==> config.mk <==
export PLATFORM = sky130hd
export DESIGN_NAME = fixed_decoder_order2_flat
export DESIGN_NICKNAME = d
export VERILOG_FILES = /design/src/rtl/fixed_decoder_order2_pkg.sv /design/src/rtl/fixed_decoder_order2_if.sv /design/src/rtl/fixed_decoder_order2.sv /design/src/flat_wrapper.sv
export SDC_FILE = /design/constraint.sdc
export NUM_CORES = 1
export LEC_CHECK = 0
export CAP_MARGIN = 5
export CORE_MARGIN = 5
export CORE_UTILIZATION = 35
export DETAILED_ROUTE_END_ITERATION = 7
export PLACE_DENSITY_LB_ADDON = 0.12
export SLEW_MARGIN = 30
export SYNTH_ARGS = -nofsm -noshare
export SYNTH_HDL_FRONTEND = slang
export SYNTH_SLANG_ARGS = --single-unit
==> constraint.sdc <==
create_clock -name iClock -period 5.61 [get_ports iClock]
set_clock_uncertainty 0.05 [all_clocks]
set_input_delay 0.561 -clock iClock [delete_from_list [all_inputs] [get_ports iClock]]
set_output_delay 0.561 -clock iClock [all_outputs]
set_load 0.05 [all_outputs]
==> src/rtl/fixed_decoder_order2_pkg.sv <==
// ---------------------------------------------------------------------------
// fixed_decoder_order2_pkg
//   Shared definitions for the order-2 fixed-predictor decoder: default
//   sample and block-size widths, the predictor order, and the control
//   state encoding.
//   Ports: none (package).
// ---------------------------------------------------------------------------
package fixed_decoder_order2_pkg;

    localparam int DEF_SAMPLE_W = 16;
    localparam int DEF_BLK_W    = 16;

    // Number of verbatim warm-up samples at the start of every block.
    localparam int FIXED_ORDER  = 2;

    typedef enum logic [1:0] {
        S_IDLE   = 2'd0,
        S_WARMUP = 2'd1,
        S_DECODE = 2'd2
    } state_e;

endpackage

==> src/rtl/fixed_decoder_order2_if.sv <==
// ---------------------------------------------------------------------------
// fixed_decoder_order2_if
//   Bundles the decoder's block-control, input-word and output-sample
//   signals.
//   master modport: the upstream residual source / PCM sink side
//     drives iStart, iBlockSize, iValid, iData
//     sees   oValid, oSample, oBlockDone, oBusy
//   slave modport: the decoder itself (directions mirrored).
// ---------------------------------------------------------------------------
interface fixed_decoder_order2_if
    import fixed_decoder_order2_pkg::*;
#(
    parameter int SAMPLE_W = DEF_SAMPLE_W,
    parameter int BLK_W    = DEF_BLK_W
);

    logic                iStart;
    logic [BLK_W-1:0]    iBlockSize;
    logic                iValid;
    logic [SAMPLE_W-1:0] iData;
    logic                oValid;
    logic [SAMPLE_W-1:0] oSample;
    logic                oBlockDone;
    logic                oBusy;

    modport master (
        output iStart, iBlockSize, iValid, iData,
        input  oValid, oSample, oBlockDone, oBusy
    );

    modport slave (
        input  iStart, iBlockSize, iValid, iData,
        output oValid, oSample, oBlockDone, oBusy
    );

endinterface

==> src/rtl/fixed_decoder_order2.sv <==
// ---------------------------------------------------------------------------
// fixed_decoder_order2
//   Order-2 fixed-predictor decoder. Each block starts with two verbatim
//   warm-up samples followed by residuals; samples are rebuilt with
//   x[n] = r[n] + 2*x[n-1] - x[n-2], all modulo 2^SAMPLE_W.
//   Ports:
//     iClock    rising-edge clock
//     iReset_n  asynchronous active-low reset
//     bus       slave side of fixed_decoder_order2_if
//               (iStart/iBlockSize/iValid/iData in,
//                oValid/oSample/oBlockDone/oBusy out)
//   Throughput one sample per clock; a word accepted at edge t appears on
//   oValid/oSample after edge t+2.
// ---------------------------------------------------------------------------
module fixed_decoder_order2
    import fixed_decoder_order2_pkg::*;
#(
    parameter int SAMPLE_W = DEF_SAMPLE_W,
    parameter int BLK_W    = DEF_BLK_W
) (
    input  logic                  iClock,
    input  logic                  iReset_n,
    fixed_decoder_order2_if.slave bus
);

    localparam logic [BLK_W-1:0] ORDER_CNT = BLK_W'(FIXED_ORDER);
    localparam logic [BLK_W-1:0] CNT_ONE   = BLK_W'(1);

    // Control state
    state_e              state_q, state_d;
    logic [BLK_W-1:0]    cnt_q, cnt_d;
    logic [BLK_W-1:0]    size_q, size_d;

    // Effective view of this cycle once a (non-empty) iStart is applied
    logic                startOk;
    state_e              effState;
    logic [BLK_W-1:0]    effCnt;
    logic [BLK_W-1:0]    effSize;
    logic [BLK_W-1:0]    cntNext;
    logic                accept;
    logic                lastWord;
    logic                warmWord;

    // Stage 0: registered input word plus its phase tags
    logic                s0Valid_q;
    logic [SAMPLE_W-1:0] s0Data_q;
    logic                s0Warm_q;
    logic                s0Last_q;

    // Stage 1: history registers (x1 is also the freshly decoded sample)
    logic [SAMPLE_W-1:0] x1_q;
    logic [SAMPLE_W-1:0] x2_q;
    logic                s1Valid_q;
    logic                s1Last_q;
    logic [SAMPLE_W-1:0] sample;

    // Output registers
    logic                oValid_q;
    logic [SAMPLE_W-1:0] oSample_q;
    logic                oBlockDone_q;

    // A start with a non-zero size restarts the block in the same cycle, so a
    // word arriving alongside iStart is treated as the new block's first
    // warm-up sample. The counter tells warm-up from residual and spots the
    // last word so its done tag can travel down the pipeline with it.
    always_comb begin
        startOk  = bus.iStart && (bus.iBlockSize != '0);
        effState = startOk ? S_WARMUP : state_q;
        effCnt   = startOk ? '0 : cnt_q;
        effSize  = startOk ? bus.iBlockSize : size_q;
        accept   = bus.iValid && (effState != S_IDLE);
        cntNext  = effCnt + CNT_ONE;
        lastWord = (cntNext == effSize);
        warmWord = (effCnt < ORDER_CNT);

        state_d  = effState;
        cnt_d    = effCnt;
        size_d   = effSize;
        if (accept) begin
            cnt_d = cntNext;
            if (lastWord) begin
                state_d = S_IDLE;
            end else if (cntNext >= ORDER_CNT) begin
                state_d = S_DECODE;
            end else begin
                state_d = S_WARMUP;
            end
        end
    end

    // Control registers: state, accepted-word counter and latched block size.
    always_ff @(posedge iClock or negedge iReset_n) begin
        if (!iReset_n) begin
            state_q <= S_IDLE;
            cnt_q   <= '0;
            size_q  <= '0;
        end else begin
            state_q <= state_d;
            cnt_q   <= cnt_d;
            size_q  <= size_d;
        end
    end

    // The prediction 2*x1 - x2 is kept at SAMPLE_W bits on purpose: the
    // encoder's residual wrapped the same way, so wrapping here inverts it
    // exactly. The shift is a plain rewire, leaving one add/sub level in the
    // x1/x2 feedback loop.
    always_comb begin
        sample = s0Data_q;
        if (!s0Warm_q) begin
            sample = s0Data_q + {x1_q[SAMPLE_W-2:0], 1'b0} - x2_q;
        end
    end

    // Datapath: stage 0 captures accepted words, stage 1 updates history, and
    // the output stage presents the sample two edges after acceptance.
    // History only moves on a valid word, so bubbles leave it untouched.
    always_ff @(posedge iClock or negedge iReset_n) begin
        if (!iReset_n) begin
            s0Valid_q    <= 1'b0;
            s0Data_q     <= '0;
            s0Warm_q     <= 1'b0;
            s0Last_q     <= 1'b0;
            x1_q         <= '0;
            x2_q         <= '0;
            s1Valid_q    <= 1'b0;
            s1Last_q     <= 1'b0;
            oValid_q     <= 1'b0;
            oSample_q    <= '0;
            oBlockDone_q <= 1'b0;
        end else begin
            s0Valid_q <= accept;
            if (accept) begin
                s0Data_q <= bus.iData;
                s0Warm_q <= warmWord;
                s0Last_q <= lastWord;
            end

            s1Valid_q <= s0Valid_q;
            s1Last_q  <= s0Valid_q && s0Last_q;
            if (s0Valid_q) begin
                x1_q <= sample;
                x2_q <= x1_q;
            end

            oValid_q     <= s1Valid_q;
            oBlockDone_q <= s1Last_q;
            if (s1Valid_q) begin
                oSample_q <= x1_q;
            end
        end
    end

    assign bus.oValid     = oValid_q;
    assign bus.oSample    = oSample_q;
    assign bus.oBlockDone = oBlockDone_q;
    assign bus.oBusy      = (state_q != S_IDLE);

endmodule
==> src/flat_wrapper.sv <==
// flat-port wrapper written by rule: the top's interface ports become plain ports
module fixed_decoder_order2_flat import fixed_decoder_order2_pkg::*;
#(
    parameter int SAMPLE_W = DEF_SAMPLE_W,
    parameter int BLK_W    = DEF_BLK_W
)
  (iClock, iReset_n, bus_iStart, bus_iBlockSize, bus_iValid, bus_iData, bus_oValid, bus_oSample, bus_oBlockDone, bus_oBusy);
  fixed_decoder_order2_if #(.SAMPLE_W(SAMPLE_W), .BLK_W(BLK_W)) bus_i ();
  input  logic iClock;
  input  logic iReset_n;
  input wire logic [$bits(bus_i.iStart)-1:0] bus_iStart;
  input wire logic [$bits(bus_i.iBlockSize)-1:0] bus_iBlockSize;
  input wire logic [$bits(bus_i.iValid)-1:0] bus_iValid;
  input wire logic [$bits(bus_i.iData)-1:0] bus_iData;
  output wire logic [$bits(bus_i.oValid)-1:0] bus_oValid;
  output wire logic [$bits(bus_i.oSample)-1:0] bus_oSample;
  output wire logic [$bits(bus_i.oBlockDone)-1:0] bus_oBlockDone;
  output wire logic [$bits(bus_i.oBusy)-1:0] bus_oBusy;
  assign bus_i.iStart = bus_iStart;
  assign bus_i.iBlockSize = bus_iBlockSize;
  assign bus_i.iValid = bus_iValid;
  assign bus_i.iData = bus_iData;
  assign bus_oValid = bus_i.oValid;
  assign bus_oSample = bus_i.oSample;
  assign bus_oBlockDone = bus_i.oBlockDone;
  assign bus_oBusy = bus_i.oBusy;
  fixed_decoder_order2 #(.SAMPLE_W(SAMPLE_W), .BLK_W(BLK_W)) u_core (.iClock(iClock), .iReset_n(iReset_n), .bus(bus_i));
endmodule
# After elaboration in Yosys (flattened, before gate mapping)

Index checks and enable logic that the tools add are counted.

Logic and storage cells: 34
Memories kept: 0
Output and inout bits: 19
Register bits after elaboration: 105
Memory bits (read-only): 0
Input port bits: 36
Memory bits (writable): 0
Latch bits: 0

Bitwise logic cells: 0
Order comparisons: 2
Add/sub/neg operators: 3
Div/mod/pow operators: 0
Eq/ne operators: 1
Shift operators: 0
Mux-type cells: 8
Reductions and logical operators: 6
$mul: 0

Operators by type and width:

| operator              | number |
|---|---|
| $mux 16               | 4 |
| $add 16x1->16 const B | 1 |
| $add 16x16->16        | 1 |
| $eq 16x16->1          | 1 |
| $ge 16x2->1 const B   | 1 |
| $lt 16x2->1 const B   | 1 |
| $reduce_bool 16->1    | 1 |
| $sub 16x16->16        | 1 |
| $mux 2                | 4 |
| $reduce_bool 2->1     | 2 |
| $logic_and 1x1->1     | 3 |

# Logic depth before layout (Yosys ltp)

Gate-level depths: netlist of run 1.

Depth after elaboration: 8
Mapped depth: 15
Mapped depth without buffers: 13

# Worst setup path before layout of run 1

Ideal clock, no wire load.

Path kind: input-to-reg
Start point: input bus_iBlockSize[14]
End point: register u_core.state_q[0]
Arrival time: 3.883 ns
Library setup time: 0.082 ns
Stages: 13
Buffers on the path: 2
Setup slack: 1.594 ns
Data required time: 5.478 ns
Path through: or4_4 o41ai_4 clkbuf_1 and2_1 ha_1 buf_2 nand3_4 nor4_4 xnor2_1 a21boi_0 o41a_1 or3_1 o22ai_1

Cells in the longest elaborated chain, start to end: 8
Elaborated cells between the ends (all ways): 13
Classes of those cells: add/sub (1); order compare (1); eq/ne (1); mux (6); reduce/logical (4)

RTL lines:

| item                   | line                       | RTL |
|---|---|---|
| start: declaration     | flat_wrapper.sv:12         | `input wire logic [$bits(bus_i.iBlockSize)-1:0] bus_iBlockSize;` |
| $reduce_bool 16->1     | fixed_decoder_order2.sv:67 | `startOk = bus.iStart && (bus.iBlockSize != '0);` |
| $logic_and 1x1->1      | fixed_decoder_order2.sv:67 |  |
| $mux 16                | fixed_decoder_order2.sv:69 | `effCnt = startOk ? '0 : cnt_q;` |
| $add 16x1->16          | fixed_decoder_order2.sv:72 | `cntNext = effCnt + CNT_ONE;` |
| $ge 16x2->1            | fixed_decoder_order2.sv:83 | `end else if (cntNext >= ORDER_CNT) begin` |
| $mux 2                 | fixed_decoder_order2.sv:83 |  |
| $mux 2                 | fixed_decoder_order2.sv:81 | `if (lastWord) begin` |
| $mux 2 *               | fixed_decoder_order2.sv:79 | `if (accept) begin` |
| via u_core.state_d[0]  | fixed_decoder_order2.sv:30 | `state_e state_q, state_d;` |
| end signal: assignment | fixed_decoder_order2.sv:98 | `state_q <= state_d;` |
| end: declaration       | fixed_decoder_order2.sv:30 |  |

The timed path passes the listed nets; every way through them passes the cells marked *.
A chain may end at the register's enable or synchronous reset.

# Final worst setup path of run 1

Start point: input bus_iBlockSize[13]
End point: register u_core.state_q[0]

The elaborated chain is that of the path after synthesis.

==> qor.csv, run 1 <==
stage;metric;value;unit
logic_synthesis;Top FF cell, synth;dfrtp_1;
pwr;maximum vdd drop;0.2320;mV
logic_synthesis;asr flop ratio synth;100.0;%
setup_path;Worst EP arrival;4460;ps
cells_and_area;fin nets;750;
timing;post-route setup TNS;0;ps
logic_synthesis;Cell variety after synth;64;
timing;period utilization;75.58;%
logic_synthesis;Synth top area share;41.95;%
floorplanning;Die ar.;20670;um^2
logic_synthesis;Area contributors post-synth;dfrtp_1 42%, mux2_2 6.1%, nand2_1 5.6%, fa_1 4.8%, inv_1 3.9%;
clocking;clk sinks;105;
pwr;leakage;3.205;nW
setup_path;CP required;5830;ps
setup_path;R2R Path Start;u_core.x1_q[0]$_DFFE_PN0P_;
clocking;CTS tree;built;
job;maxcap violations;0;
clocking;post_cts resized;0;
clocking;H-Tree Depth;3;
logic_synthesis;number of synthesis warnings;0;
global_routing;first-pass GRT wire length;24050;um
logic_synthesis;Post-Syn Area;6264;um^2
setup_path;crit-path max FO;10;
clocking;hold buffers post-CTS;0;
global_routing;largest net degree at the start of global routing;58;
logic_synthesis;register area share after synthesis;41.95;%
cells_and_area;synthesis-to-layout area growth;16.36;%
detailed_routing;Routed WL;14360;um
setup_path;slowest library cell on the worst path;nor4_4;
floorplanning;# IOs;55;
logic_synthesis;EDFF count, synth;0;
placement;routability cong.;0.8626;
timing;Hold Slack;183.7;ps
detailed_routing;vias;4649;
setup_path;type of destination of the critical path;flop;
logic_synthesis;Synth area leader;dfrtp_1;
placement;Place WS;998.6;ps
logic_synthesis;FF+latch count, synth;105;
floorplanning;die height;143.8;um
timing;Max Clk Rate;235.8;MHz
floorplanning;initial core utilization;35.23;%
detailed_routing;Via density;5.075;
clocking;Post-CTS Setup Bufs;0;
timing;Least-Margin Pin Slew;863.5;ps
cells_and_area;ant diodes;0;
timing;Max-slew headroom;42.43;%
floorplanning;Core Area;17780;um^2
global_routing;Tot GR Track Use;14.64;%
timing;final number of setup-violating endpoints;0;
global_routing;number of global-route vias before repair;4766;
setup_path;CP Launch Type;input port;
timing;Slew Limit Fails;0;
setup_path;CP Class;in2reg;
logic_synthesis;Syn Nets;717;
clocking;CTS Buffer Depth;2;
floorplanning;FP Rows;49;
detailed_routing;antenna viol nets, final;0;
setup_path;R2R setup slack;2350;ps
hold_path;Hold Path Class;in2async;
placement;PortBufs;54;
setup_path;CP max stage delay;560;ps
floorplanning;Die W;143.8;um
timing;final setup margin;1370;ps
setup_path;worst setup path start;bus_iBlockSize[13];
logic_synthesis;Cells after Synth;649;
detailed_routing;DRT iter0 DRCs;224;
detailed_routing;wire per inst;15.67;um
pwr;PwrDens;532.5;nW/um^2
setup_path;crit-path cells;clkdlybuf4s50_1 -> nor4_1 -> nand2_1 -> o41ai_4 -> and2_1 -> ha_1 -> nand3_4 -> nor4_4 -> xnor2_1 -> a21boi_0 -> o41a_1 -> or3_1 -> o22ai_1;
global_routing;initial antenna violation count;0;
detailed_routing;DR pass1 iterations;5;
timing;Final Hold Vio Count;0;
global_routing;Congestion Overflow GR;0;
logic_synthesis;Avg Inst Size Synth;9.651;um^2
clocking;clock slew at reported path FFs;70;ps
placement;DPL Wire Length;10140;um
cells_and_area;share of cells above drive strength 1;11.21;%
timing;RSZ-0062 raised after global routing;no;
clocking;later-pin clock latency in the skew report;350;ps
run_status;outcome;finished clean;
clocking;clock root buffer;clkbuf_16;
clocking;total CTS buffers;9;
timing;Final min period;4240;ps
detailed_routing;DRC Markers;0;
## cells in the mapped netlist (5+ instances only)
library cell    n
nand4_1        11
ha_1           17
mux2_2         34
or3_1           9
xor2_1         18
a31oi_1        16
or2_2           5
a21oi_1        21
clkbuf_1       20
inv_1          65
buf_2           8
fa_1           15
nor2_1         38
nand2_1        93
dfrtp_1       105
and2_1          5
nand3_1         8
nor4_1          8
xnor2_1        26
nor3_1         15
mux2i_1         6
o21ai_0        34
## cell usage in the layout, fill, tap and decap left out, drive strengths merged, types with 17 or more instances in the layout
cell type	instances
xor2	18
nand2	94
nor2	38
o21ai	34
dfrtp	105
ha	17
xnor2	26
clkdlybuf4s50	53
mux2	34
inv	68
a21oi	21
## metrics by stage
stage	std cells	utilization [%]	cell area (um^2)	power (mW)
3_5_place_dp	900	39.07	6947	3.172
2_1_floorplan	649	-	6264	2.681
6_report	916	40.99	7288	3.881
4_1_cts	916	40.99	7288	3.935
5_1_grt	916	40.99	7288	4.251
3_3_place_gp	900	39.07	6947	3.153
## sequential cells by signal, summed over array words and instances, names as in the netlist
register / flops
u_core.size_q: 16
u_core.s0Warm_q: 1
u_core.bus.oBlockDone: 1
u_core.state_q: 2
u_core.s1Last_q: 1
u_core.bus.oValid: 1
u_core.x1_q: 16
u_core.x2_q: 16
u_core.s1Valid_q: 1
u_core.s0Data_q: 16
u_core.s0Last_q: 1
u_core.bus.oSample: 16
u_core.cnt_q: 16
u_core.s0Valid_q: 1
## path summary, 6_finish.rpt
check / endpoint / cells after the start
worst max-delay path: u_core.state_q[0]$_DFF_PN0_ / 13
min in group iClock: u_core.bus.oBlockDone$_DFF_PN0_ / 0
worst max register to register: u_core.x1_q[15]$_DFFE_PN0P_ / 13
worst min register to register: u_core.bus.oBlockDone$_DFF_PN0_ / 0
max in group asynchronous: u_core.size_q[6]$_DFF_PN0_ / 2
worst min-delay path: u_core.bus.oSample[6]$_DFFE_PN0P_ / 1
## metal layers
metal	track usage [%]	vias to the layer above	share of wire (%)
li1	-	2267	-
met1	20.84	2263	49
met2	22.74	105	45
met3	2.097	14	4.7
met4	5.401	0	1.4
met5	0	-	0
## layout make-up
type,count,area [um^2]
Clock inverter,6,112.6
Timing Repair Buffer,57,560.5
Tap cell,229,286.5
Sequential cell,105,2628
Clock buffer,10,229.0
Fill cell,1809,10490
Multi-Input combinational cell,443,3224
Inverter,66,247.7
## where the power goes
| group | leakage (nW) | internal, mW | total [mW] | switching (mW) |
|---|---|---|---|---|
| combinational | 1.76 | 0.888 | 2.00 | 1.11 |
| clock | 0.167 | 0.439 | 0.730 | 0.290 |
| sequential | 1.28 | 0.965 | 1.15 | 0.186 |
| total | 3.21 | 2.29 | 3.88 | 1.59 |
## logic make-up after synthesis
group / Yosys count / synth area share, %
AOI/OAI and AO/OA: 107 / 11.69
xor gates and xnor gates: 46 / 6.872
adders and majority gates: 32 / 8.190
buffers and inverters: 101 / 6.572
DFF: 105 / 41.95
muxes: 40 / 7.072
and+or+nand+nor: 218 / 17.66
## worst max-delay path, delay by kind of cell
| kind | cells | cell delay [ps] |
|---|---|---|
| AOI/OAI and AO/OA | 4 | 970 |
| xor gates and xnor gates | 1 | 210 |
| adders and majority gates | 1 | 430 |
| buffers and inverters | 1 | 430 |
| and+or+nand+nor | 6 | 1860 |
No activity file was read; power rests on OpenSTA's default activity.
==> inputs of run 2 (changes only) <==
clock period = 4.07 ns   (was 5.61 ns; I/O delays follow)
==> run 2 against run 1 <==
- final cell count grew 1.5%
- wire length is the same
- clock power grew 41%
- combinational power grew 38%
- global-route usage grew 0.19 points
- critical path depth is the same
- via count grew 0.69%
- non-clock buffer count grew 14
- flip-flop and latch count is the same
- critical endpoint unchanged
==> qor.csv, run 2 (synthesized netlist as in run 1, its figures left out) <==
stage;metric;value;unit
floorplanning;die height;143.8;um
global_routing;GR Layer Usage met1;20.63;%
pwr;Clock power frac;19.0;%
detailed_routing;DRT iter0 DRCs;272;
clocking;CTS Buffer Depth;2;
floorplanning;# IOs;55;
global_routing;initial antenna violation count;0;
timing;final number of setup-violating endpoints;0;
hold_path;Hold Path Class;reg2reg;
setup_path;CP Launch Type;input port;
pwr;Gate power share;51.5;%
setup_path;crit-path max FO;7;
clocking;later-pin clock latency in the skew report;350;ps
pwr;PwrDens;727.0;nW/um^2
setup_path;CP max stage delay;500;ps
pwr;P_int;3.188;mW
detailed_routing;wire per inst;15.44;um
global_routing;met3 usage;3.195;%
global_routing;grt met2 use;23.55;%
cells_and_area;Finished Cell Area;7408;um^2
floorplanning;Core Area;17780;um^2
setup_path;CP Class;in2reg;
timing;Max-slew headroom;47.18;%
floorplanning;Die W;143.8;um
clocking;clock slew at reported path FFs;70;ps
setup_path;worst path buffer plus inverter count;1;
global_routing;number of global-route vias before repair;4842;
clocking;total CTS buffers;9;
cells_and_area;fin nets;764;
placement;DPL Wire Length;10410;um
placement;PortBufs;54;
detailed_routing;Via density;5.033;
clocking;clock root buffer;clkbuf_16;
hold_path;Hold Crit Start;u_core.s1Last_q$_DFF_PN0_;
global_routing;global route hottest layer;met2;
cells_and_area;commonest cells after routing, fill and taps aside;103 x dfrtp_1, 93 x nand2_1, 65 x inv_1;
setup_path;worst setup path start;bus_iBlockSize[13];
cells_and_area;share of cells above drive strength 1;13.27;%
timing;Hold Slack;302.6;ps
pwr;switching power share of the total;40.81;%
timing;post-route setup TNS;0;ps
timing;Least-Margin Pin Slew;791.1;ps
floorplanning;FP Rows;49;
pwr;sequential share of power;29.5;%
setup_path;R2R Path Start;u_core.x1_q[0]$_DFFE_PN0P_;
cells_and_area;ant diodes;0;
setup_path;type of destination of the critical path;flop;
global_routing;first-pass GRT wire length;24470;um
job;maxcap violations;0;
detailed_routing;vias;4681;
clocking;CTS tree;built;
setup_path;CP required;4290;ps
floorplanning;initial core utilization;35.23;%
timing;Final Hold Vio Count;0;
detailed_routing;Routed WL;14360;um
floorplanning;Die ar.;20670;um^2
global_routing;Tot GR Track Use;14.83;%
detailed_routing;DR pass1 iterations;4;
clocking;clk sinks;105;
detailed_routing;DRC Markers;0;
detailed_routing;antenna viol nets, final;0;
setup_path;crit-path cells;clkdlybuf4s50_1 -> nor4_1 -> nand2_1 -> o41ai_4 -> and2_1 -> ha_1 -> nand3_4 -> nor4_4 -> xnor2_1 -> a21boi_0 -> o41a_1 -> or3_1 -> o22ai_1;
timing;period utilization;94.40;%
timing;Max Clk Rate;260.3;MHz
placement;routability cong.;0.9025;
clocking;Post-CTS Setup Bufs;0;
pwr;switching pwr;2.198;mW
pwr;maximum vdd drop;0.3780;mV
setup_path;Top delay family on crit path;simple AND/OR/NAND/NOR gates;
timing;Final min period;3842;ps
placement;placed cell area;7044;um^2
run_status;outcome;finished clean;
global_routing;largest net degree at the start of global routing;47;
pwr;leakage;3.277;nW
clocking;H-Tree Depth;3;
global_routing;Congestion Overflow GR;0;
cells_and_area;most common cell after layout, fill and taps aside;dfrtp_1;
timing;RSZ-0062 raised after global routing;no;
cells_and_area;synthesis-to-layout area growth;18.28;%
timing;Slew Limit Fails;0;
setup_path;Worst EP arrival;4060;ps
setup_path;slowest library cell on the worst path;nor4_4;
[run 2: cell types whose count changed in the layout (fill, tap and decap cells not counted)]
cell | previous run | this run
clkbuf_1 | 1 | 0
dlygate4sd3_1 | 0 | 1
dfrtp_2 | 0 | 2
dfrtp_1 | 105 | 103
buf_4 | 4 | 17
clkbuf_8 | 0 | 1
[run 2: area by class of cell]
type,instances,area (um^2)
timing repair buffer,71,668.1
inverter,66,247.7
clock buffer,10,239.0
fill,1771,10370
clock inverter,6,112.6
multi-input combinational,443,3224
sequential,105,2630
tap,229,286.5
[run 2: final timing paths]
path | slack (ps) | to | cells after the start
min in group asynchronous | 450 | u_core.s0Data_q[8]$_DFFE_PN0P_ | 2
max in group asynchronous | 2580 | u_core.s0Valid_q$_DFF_PN0_ | 3
worst min register to register | 300 | u_core.bus.oBlockDone$_DFF_PN0_ | 0
worst min-delay path | 300 | u_core.bus.oBlockDone$_DFF_PN0_ | 0
worst max-delay path | 230 | u_core.state_q[0]$_DFF_PN0_ | 13
worst max register to register | 790 | u_core.x1_q[15]$_DFFE_PN0P_ | 13
[run 2: stage by stage]
stage | power (mW) | util, % | worst slack [ps] | cells
2_1_floorplan | 3.695 | - | 208.3 | 649
3_3_place_gp | 4.349 | 39.62 | 48.34 | 913
3_5_place_dp | 4.398 | 39.62 | -114.2 | 913
4_1_cts | 5.457 | 41.65 | 255.5 | 930
5_1_grt | 5.881 | 41.67 | 43.13 | 930
6_report | 5.386 | 41.67 | 228.0 | 930
[run 2: metal layers]
layer | share of wire [%] | vias to the layer above | wire [um]
met2 | 45 | 77 | 6477
met5 | 0 | - | 0
met3 | 3.8 | 14 | 550
li1 | - | 2291 | -
met1 | 50 | 2299 | 7132
met4 | 1.4 | 0 | 195
[run 2: worst register-to-register path, stage by stage, from the launching register on]
cell	delay (ps)
dfrtp_1	410
inv_1	100
fa_1	420
inv_1	70
ha_1	190
inv_1	60
fa_1	390
nor2b_1	210
o31ai_1	170
a211o_1	310
a31oi_1	240
a31oi_1	150
mux2i_1	140
a311o_1	270
[run 2: timing repair]
action,4_1_cts,5_1_grt
hold endpoints to repair,25,0
gates resized for setup,0,0
hold buffers,1,0
endpoints found under the setup margin,0,0
[run 2: power by group through the flow]
stage                     combinational, mW  clock, mW  sequential [mW]
after CTS                              2.80       1.06             1.60
after global routing                   3.14       1.10             1.64
after global placement                 2.74          0             1.61
after floorplan                        1.89          0             1.81
final                                  2.77       1.03             1.59
after detailed placement               2.78          0             1.62
